$ cat src/rtl/pwm.sv
// pwm: single-channel PWM generator with start/stop gating and period-boundary reload
module pwm (
  input  logic        clk,
  input  logic        reset,
  input  logic        start,
  input  logic        stop,
  input  logic [15:0] PERIOD,
  input  logic [15:0] ACTIVE,
  output logic        pulse
);
  typedef enum logic {IDLE, RUN} state_t;
  state_t      state, state_n;
  logic [15:0] cnt, cnt_n, per_l, per_n, act_l, act_n;
  logic        pulse_n, wrap;
  assign wrap = (per_l == 16'd0) || (cnt == per_l - 16'd1);
  // next state, counter and shadow registers; pulse is precomputed from the next values so it leaves a flop
  always_comb begin
    state_n = state;
    cnt_n   = cnt;
    per_n   = per_l;
    act_n   = act_l;
    if (state == IDLE) begin
      cnt_n = '0;
      if (start && !stop) begin
        state_n = RUN;
        per_n   = PERIOD;
        act_n   = ACTIVE;
      end
    end else if (stop) begin
      state_n = IDLE;
      cnt_n   = '0;
    end else if (wrap) begin
      cnt_n = '0;
      per_n = PERIOD;
      act_n = ACTIVE;
    end else begin
      cnt_n = cnt + 16'd1;
    end
    pulse_n = (state_n == RUN) && (per_n != 16'd0) && (cnt_n < act_n);
  end
  // state registers with asynchronous active-low clear
  always_ff @(posedge clk or negedge reset) begin
    if (!reset) begin
      state <= IDLE;
      cnt   <= '0;
      per_l <= '0;
      act_l <= '0;
      pulse <= 1'b0;
    end else begin
      state <= state_n;
      cnt   <= cnt_n;
      per_l <= per_n;
      act_l <= act_n;
      pulse <= pulse_n;
    end
  end
endmodule

$ cat config.mk
export PLATFORM = sky130hd
export DESIGN_NAME = pwm
export DESIGN_NICKNAME = d
export VERILOG_FILES = /design/src/rtl/pwm.sv
export SDC_FILE = /design/constraint.sdc
export NUM_CORES = 1
export LEC_CHECK = 0
export CAP_MARGIN = 20
export CORE_MARGIN = 8
export CORE_UTILIZATION = 60
export CTS_BUF_LIST = sky130_fd_sc_hd__clkbuf_4 sky130_fd_sc_hd__clkbuf_8
export CTS_CLUSTER_DIAMETER = 60
export CTS_CLUSTER_SIZE = 12
export DETAILED_ROUTE_END_ITERATION = 10
export GPL_TIMING_DRIVEN = 0
export HOLD_SLACK_MARGIN = 0.15
export PLACE_DENSITY = 0.85
export SETUP_SLACK_MARGIN = 0.02
export SYNTH_ARGS = -nofsm -noshare
export SYNTH_HDL_FRONTEND = slang
export SYNTH_SLANG_ARGS = --single-unit
$ cat constraint.sdc
create_clock -name clk -period 6.9 [get_ports clk]
set_clock_uncertainty 0.2 [all_clocks]
set_input_delay 0.69 -clock clk [delete_from_list [all_inputs] [get_ports clk]]
set_output_delay 0.69 -clock clk [all_outputs]
set_load 0.02 [all_outputs]
==> results of run 1 <==
==> registers in the layout (all words and copies together), names as in the netlist <==
register	cells
per_l	16
cnt	16
pulse	1
act_l	16
state	1
==> power by group through the flow <==
stage / clock [mW] / sequential, mW / combinational, mW
after CTS: 0.190 / 0.370 / 0.210
after detailed placement: 0 / 0.375 / 0.208
after floorplan: 0 / 0.366 / 0.146
after global placement: 0 / 0.373 / 0.200
final: 0.183 / 0.370 / 0.209
after global routing: 0.199 / 0.377 / 0.231
==> cells by family (layout without fill, tap and decap cells) <==
group                    after synthesis  after routing  share of synthesized area (%)
multiplexers                          48             48                           16.1
XOR/XNOR                              32             32                           8.89
buffers and inverters                 19             65                           3.59
adder cells (fa/ha/maj)               17             17                           6.57
AO/OA/AOI/OAI                         42             42                           8.89
AND/OR/NAND/NOR                      102            102                           17.3
flip-flops                            50             50                           38.6
==> per-layer routing <==
metal  share of wire (%)  routed length (um)
met2                  49                3460
met3                 5.2                 369
met5                   0                   0
met4                 1.7                 120
met1                  44                3090
==> cells in the mapped netlist, types with 2 or more instances <==
library cell / number / area [um^2]
nor2_1: 30 / 113
ha_1: 17 / 213
and3_1: 4 / 25.0
xor2_1: 10 / 87.6
dfrtp_1: 50 / 1250
nor3_1: 10 / 50.1
mux2_1: 15 / 169
o31ai_1: 2 / 15.0
nand4_1: 5 / 31.3
nand2_1: 6 / 22.5
xnor2_1: 21 / 184
mux2i_1: 16 / 160
nand2b_1: 5 / 31.3
buf_6: 4 / 45.0
o21ai_0: 10 / 50.1
clkbuf_1: 2 / 7.51
or3_1: 4 / 25.0
o2111ai_1: 3 / 26.3
nand3_1: 14 / 70.1
mux2_2: 17 / 191
nor4_1: 10 / 62.6
or4_4: 3 / 33.8
nor2b_1: 3 / 18.8
a21oi_1: 6 / 30.0
inv_1: 11 / 41.3
o21a_1: 2 / 15.0
a211oi_1: 4 / 30.0
a31oi_1: 3 / 18.8
a21o_1: 2 / 15.0
==> how the worst max path moves through the flow <==
stage	cells after the start	endpoint	slack, ns
CTS	17	pulse	1.67
finish	17	pulse	1.65
global placement	17	pulse	1.77
global route	16	pulse	1.41
floorplan	17	pulse	2.40
detailed placement	17	pulse	1.73
==> area by class of cell <==
class | count | area share [%]
flip-flops and latches | 50 | 32.8
well taps | 70 | 2.30
multi-input cells | 241 | 49.1
inverters | 11 | 1.08
repair buffers | 38 | 10.1
clock buffers | 6 | 2.17
plain buffers | 8 | 1.97
clock inverters | 2 | 0.427
==> results.sh, run 1 <==
export IMPL_ioPinCount=37
export IMPL_dieArea_mm2=0.00800
export IMPL_power_mw=0.762
export IMPL_crit_path_max_fanout=10
export IMPL_area_growth_syn_to_layout_pct=17.7
export IMPL_cp_cell_sequence="buf_6, or4_4, or4_4, xnor2_2, o2111ai_1, or4_4, nand3_1, clkbuf_1, nor2_1, ha_1, nand3_1, nor3_1, o2111ai_1, o21ai_0, nor4_1, a211oi_1, a221oi_1"
export IMPL_hpwl_um=5580
export IMPL_worst_slack_ns=1.65
export IMPL_cts_tree="done"
export IMPL_rsz0062_at_grt="false"
export IMPL_htree_levels=2
export IMPL_clock_power_share_pct=24.0
export IMPL_worstSkewPairLatency_ns=0.31
export IMPL_cts_hold_buf=1
export IMPL_cap_violations=0
export IMPL_fin_crit_ns=5.25
export IMPL_r2r_cells=17
export IMPL_worstHoldStart="act_l[7]"
export IMPL_regArea_mm2=0.00125
export IMPL_holdPathStages=1
export IMPL_layout_commonest_cell="dfrtp_1"
export IMPL_final_net_count=408
export IMPL_synth_net_count=363
export IMPL_cts_inserted_buffers=5
export IMPL_min_path_type="flop to flop"
export IMPL_synth_edff_count=0
export IMPL_seq_area_frac_synth_pct=38.6
export IMPL_ant_nets=0
export IMPL_yosysWarnings=0
export IMPL_row_count=26
export IMPL_r2r_start="per_l[3]"
export IMPL_multi_input_area_mm2=0.00187
export IMPL_wl_per_cell_um=16.5
export IMPL_start_util_pct=62.6
export IMPL_fillers=389
export IMPL_start_kind="flop"
export IMPL_crit_buf_inv=2
export IMPL_clockBufferDepth=2
export IMPL_antenna_cells=0
export IMPL_r2r_end="pulse"
export IMPL_cts_resized=0
export IMPL_dp_cells=417
export IMPL_leakage_nw=1.50
export IMPL_grt_use_met1_pct=22.8
export IMPL_powerDensity_mw_per_mm2=200
export IMPL_globalRouteMet2Util_pct=33.4
export IMPL_finalNonFillerCells=426
export IMPL_grt_max_degree=35
export IMPL_power_switching_mw=0.239
export IMPL_portBuffers=36
export IMPL_hold_end="act_l[7]"
export IMPL_drc=0
export IMPL_drt_first_pass_iters=4
export IMPL_vias=2507
export IMPL_numClockSinks=50
export IMPL_critPathMaxStageDelay_ns=0.57
export IMPL_track_usage_pct=19.1
export IMPL_fin_area_mm2=0.00381
export IMPL_crit_path_start="per_l[3]"
export IMPL_path_clk_slew_ns=0.09
export IMPL_critical_path_class="flop to flop"
export IMPL_crit_top_cell="or4_4"
export IMPL_grt_pass1_vias=2580
export IMPL_outcome="finished clean"
export IMPL_hold_ws_ns=0.291
export IMPL_async_flop_share_pct=100
export IMPL_tns_ns=0
export IMPL_intPower_mw=0.523
export IMPL_syn_inst=310
export IMPL_grt_overflow_total=0
export IMPL_worst_setup_path_end_kind="flop"
export IMPL_avgSynthCellArea_um2=10.4
export IMPL_postCtsSetupBuffers=0
export IMPL_cp_arrival_ns=5.22
export IMPL_peakVddDrop_uv=151
export IMPL_drt_iter0_drc=101
export IMPL_place_area_mm2=0.00370
export IMPL_cp_slowest_cell="or4_4"
export IMPL_r2r_slack_ns=1.65
export IMPL_crit_required_ns=6.87
export IMPL_gp_congestion=0.926
export IMPL_swShare_pct=31.3
export IMPL_cts_root_buf="clkbuf_8"
export IMPL_tightest_slew_ns=0.786
export IMPL_relSlewSlack_pct=47.0
export IMPL_fin_util_pct=73.7
export IMPL_wl_um=7040
export IMPL_drive_gt1_share_pct=11.2
export IMPL_dieHeight_um=89.5
export IMPL_p_comb_share_pct=27.4
export IMPL_use_met3_pct=3.58
export IMPL_setup_viol=0
export IMPL_clock_fmax_mhz=191
export IMPL_synthFlopType="dfrtp_1"
export IMPL_viasPerCell=5.88
export IMPL_pre_cts_slack_ns=1.73
export IMPL_syn_area_mm2=0.00324
export IMPL_busiest_layer="met2"
export IMPL_dieWidth_um=89.5
export IMPL_synth_distinct_cells=50
export IMPL_layout_common_cells="dfrtp_1, clkdlybuf4s50_1, nor2_1"
export IMPL_finalHoldViolCount=0
export IMPL_antenna_found_initial=0
export IMPL_crit_family="simple AND/OR/NAND/NOR gates"
export IMPL_core_mm2=0.00517
export IMPL_seqPwrFrac_pct=48.6
export IMPL_post_route_period_util_pct=76.1
export IMPL_slew_viol_final=0
export IMPL_grt_pass1_wl_um=11800
export IMPL_ys_seq_elements=50
Note: power is estimated with default switching activity, not from simulation.
==> inputs of run 2 (changes only) <==
--- a/config.mk
+++ b/config.mk
@@ -7,14 +7,14 @@
 export LEC_CHECK = 0
 export CAP_MARGIN = 20
 export CORE_MARGIN = 8
-export CORE_UTILIZATION = 60
+export CORE_UTILIZATION = 58
 export CTS_BUF_LIST = sky130_fd_sc_hd__clkbuf_4 sky130_fd_sc_hd__clkbuf_8
 export CTS_CLUSTER_DIAMETER = 60
 export CTS_CLUSTER_SIZE = 12
 export DETAILED_ROUTE_END_ITERATION = 10
 export GPL_TIMING_DRIVEN = 0
 export HOLD_SLACK_MARGIN = 0.15
-export PLACE_DENSITY = 0.85
+export PLACE_DENSITY = 0.82
 export SETUP_SLACK_MARGIN = 0.02
 export SYNTH_ARGS = -nofsm -noshare
 export SYNTH_HDL_FRONTEND = slang
==> constraint.sdc (replaced) <==
create_clock -name clk -period 5.35 [get_ports clk]
set_clock_uncertainty 0.2 [all_clocks]
set_input_delay 0.535 -clock clk [delete_from_list [all_inputs] [get_ports clk]]
set_output_delay 0.535 -clock clk [all_outputs]
set_load 0.02 [all_outputs]
==> run 2 against run 1 <==
Net effect: cell count up 0.47%; critical path type unchanged; clock power is 30% higher; sequential power rose by 29%.
==> results.sh, run 2 (synthesis results as in run 1) <==
export IMPL_outcome="finished clean"
export IMPL_ioPinCount=37
export IMPL_dieArea_mm2=0.00823
export IMPL_grt_pass1_vias=2504
export IMPL_critPathMaxStageDelay_ns=0.56
export IMPL_slew_viol_final=0
export IMPL_path_clk_slew_ns=0.09
export IMPL_cts_inserted_buffers=5
export IMPL_clockBufferDepth=2
export IMPL_cp_cell_sequence="buf_6, or4_4, or4_4, xnor2_2, o2111ai_1, or4_4, a21oi_2, buf_6, buf_6, mux2i_1, ha_1, nand3_1, nor3_2, o2111ai_2, o21ai_1, nor4_1, a211oi_1, a221oi_2"
export IMPL_core_mm2=0.00544
export IMPL_start_kind="flop"
export IMPL_postCtsSetupBuffers=0
export IMPL_min_path_type="flop to flop"
export IMPL_fin_util_pct=70.5
export IMPL_cap_violations=0
export IMPL_cp_slowest_cell="or4_4"
export IMPL_post_route_period_util_pct=93.1
export IMPL_use_met3_pct=3.49
export IMPL_area_growth_syn_to_layout_pct=18.5
export IMPL_powerDensity_mw_per_mm2=258
export IMPL_grt_pass1_wl_um=12000
export IMPL_crit_path_start="per_l[3]"
export IMPL_busiest_layer="met2"
export IMPL_fin_area_mm2=0.00384
export IMPL_worst_setup_path_end_kind="flop"
export IMPL_worstSkewPairLatency_ns=0.31
export IMPL_cp_arrival_ns=4.97
export IMPL_htree_levels=2
export IMPL_r2r_start="per_l[3]"
export IMPL_r2r_cells=18
export IMPL_rsz0062_at_grt="false"
export IMPL_dieHeight_um=90.7
export IMPL_portBuffers=36
export IMPL_drc=0
export IMPL_layout_common_cells="dfrtp_1, clkdlybuf4s50_1, nor2_1"
export IMPL_globalRouteMet2Util_pct=30.6
export IMPL_critical_path_class="flop to flop"
export IMPL_fillers=431
export IMPL_fin_crit_ns=4.98
export IMPL_setup_viol=0
export IMPL_endpoint="pulse"
export IMPL_start_util_pct=59.5
export IMPL_crit_required_ns=5.33
export IMPL_leakage_nw=1.51
export IMPL_place_area_mm2=0.00370
export IMPL_r2r_end="pulse"
export IMPL_grt_use_met1_pct=20.8
export IMPL_antenna_found_initial=0
export IMPL_ant_nets=0
export IMPL_drt_first_pass_iters=4
export IMPL_final_net_count=408
export IMPL_gp_congestion=0.896
export IMPL_viasPerCell=5.84
export IMPL_track_usage_pct=17.6
export IMPL_wl_um=7100
export IMPL_crit_path_max_fanout=10
export IMPL_clock_fmax_mhz=201
export IMPL_tns_ns=0
export IMPL_finalHoldViolCount=0
export IMPL_cts_tree="done"
export IMPL_numClockSinks=50
export IMPL_cts_root_buf="clkbuf_8"
export IMPL_row_count=27
export IMPL_hpwl_um=5670
export IMPL_wl_per_cell_um=16.6
export IMPL_dieWidth_um=90.7
export IMPL_r2r_slack_ns=0.37
export IMPL_layout_commonest_cell="dfrtp_1"
export IMPL_top_regs="act_l (16), cnt (16), per_l (16)"
export IMPL_drt_iter0_drc=131
export IMPL_relSlewSlack_pct=45.6
export IMPL_grt_max_degree=34
export IMPL_vias=2499
export IMPL_tightest_slew_ns=0.808
export IMPL_drive_gt1_share_pct=12.6
export IMPL_peakVddDrop_uv=190
export IMPL_grt_overflow_total=0
export IMPL_antenna_cells=0
[run 2: cell counts in the layout (fill, tap and decap cells not counted)]
No cell type changed its count.
[run 2: what timing repair did]
item,CTS,global route
resized for setup,0,7
endpoints found under the hold margin,17,0
hold buffers,1,0
setup endpoints to repair,0,1
[run 2: worst max-delay path, delay by kind of cell (launching register included)]
kind	cells	cell delay, ns
buffers and inverters	3	0.53
AOI/OAI and AO/OA	6	1.11
muxes	1	0.10
adders and majority gates	1	0.30
and+or+nand+nor	6	2.03
xor gates and xnor gates	1	0.18
DFF	1	0.38
[run 2: area by class of cell]
cell class | instances | area [um^2] | share of cell area, %
Buffer | 8 | 76.3 | 1.99
Clock buffer | 6 | 82.6 | 2.15
Clock inverter | 2 | 16.3 | 0.424
Inverter | 11 | 41.3 | 1.08
Multi-Input combinational cell | 241 | 1890 | 49.3
Sequential cell | 50 | 1250 | 32.6
Tap cell | 72 | 90.1 | 2.35
Timing Repair Buffer | 38 | 385 | 10.0
[run 2: how the worst min path moves through the flow]
stage / start / end / slack (ns) / cells past startpoint
floorplan: reset / act_l[0] / 0.04 / 0
global placement: act_l[8] / act_l[8] / 0.27 / 1
detailed placement: act_l[14] / act_l[14] / 0.27 / 1
CTS: act_l[14] / act_l[14] / 0.30 / 1
global route: act_l[7] / act_l[7] / 0.30 / 1
finish: act_l[1] / act_l[1] / 0.29 / 1
[run 2: report_power, final]
part	internal [mW]	total, mW	switching, mW	leakage (nW)
combinational	0.142	0.272	0.130	0.837
clock	0.107	0.238	0.132	0.0478
sequential	0.427	0.477	0.0503	0.623
[run 2: stage by stage]
step | worst slack (ns) | hold WS [ns] | total power, mW | std cells
finish | 0.368 | 0.290 | 0.988 | 428
floorplan | 0.848 | 0.0394 | 0.660 | 310
detailed placement | 0.170 | 0.275 | 0.753 | 419
global route | 0.110 | 0.304 | 1.05 | 428
CTS | 0.144 | 0.297 | 0.996 | 428
global placement | 0.236 | 0.266 | 0.740 | 418
[run 2: per-layer routing]
metal  vias up  routed length [um]  part of all wire, %
met1      1189                3200                   45
li1       1242                   -                    -
met4         0                 125                  1.8
met3        11                 295                  4.2
met2        57                3480                   49
met5         -                   0                    0
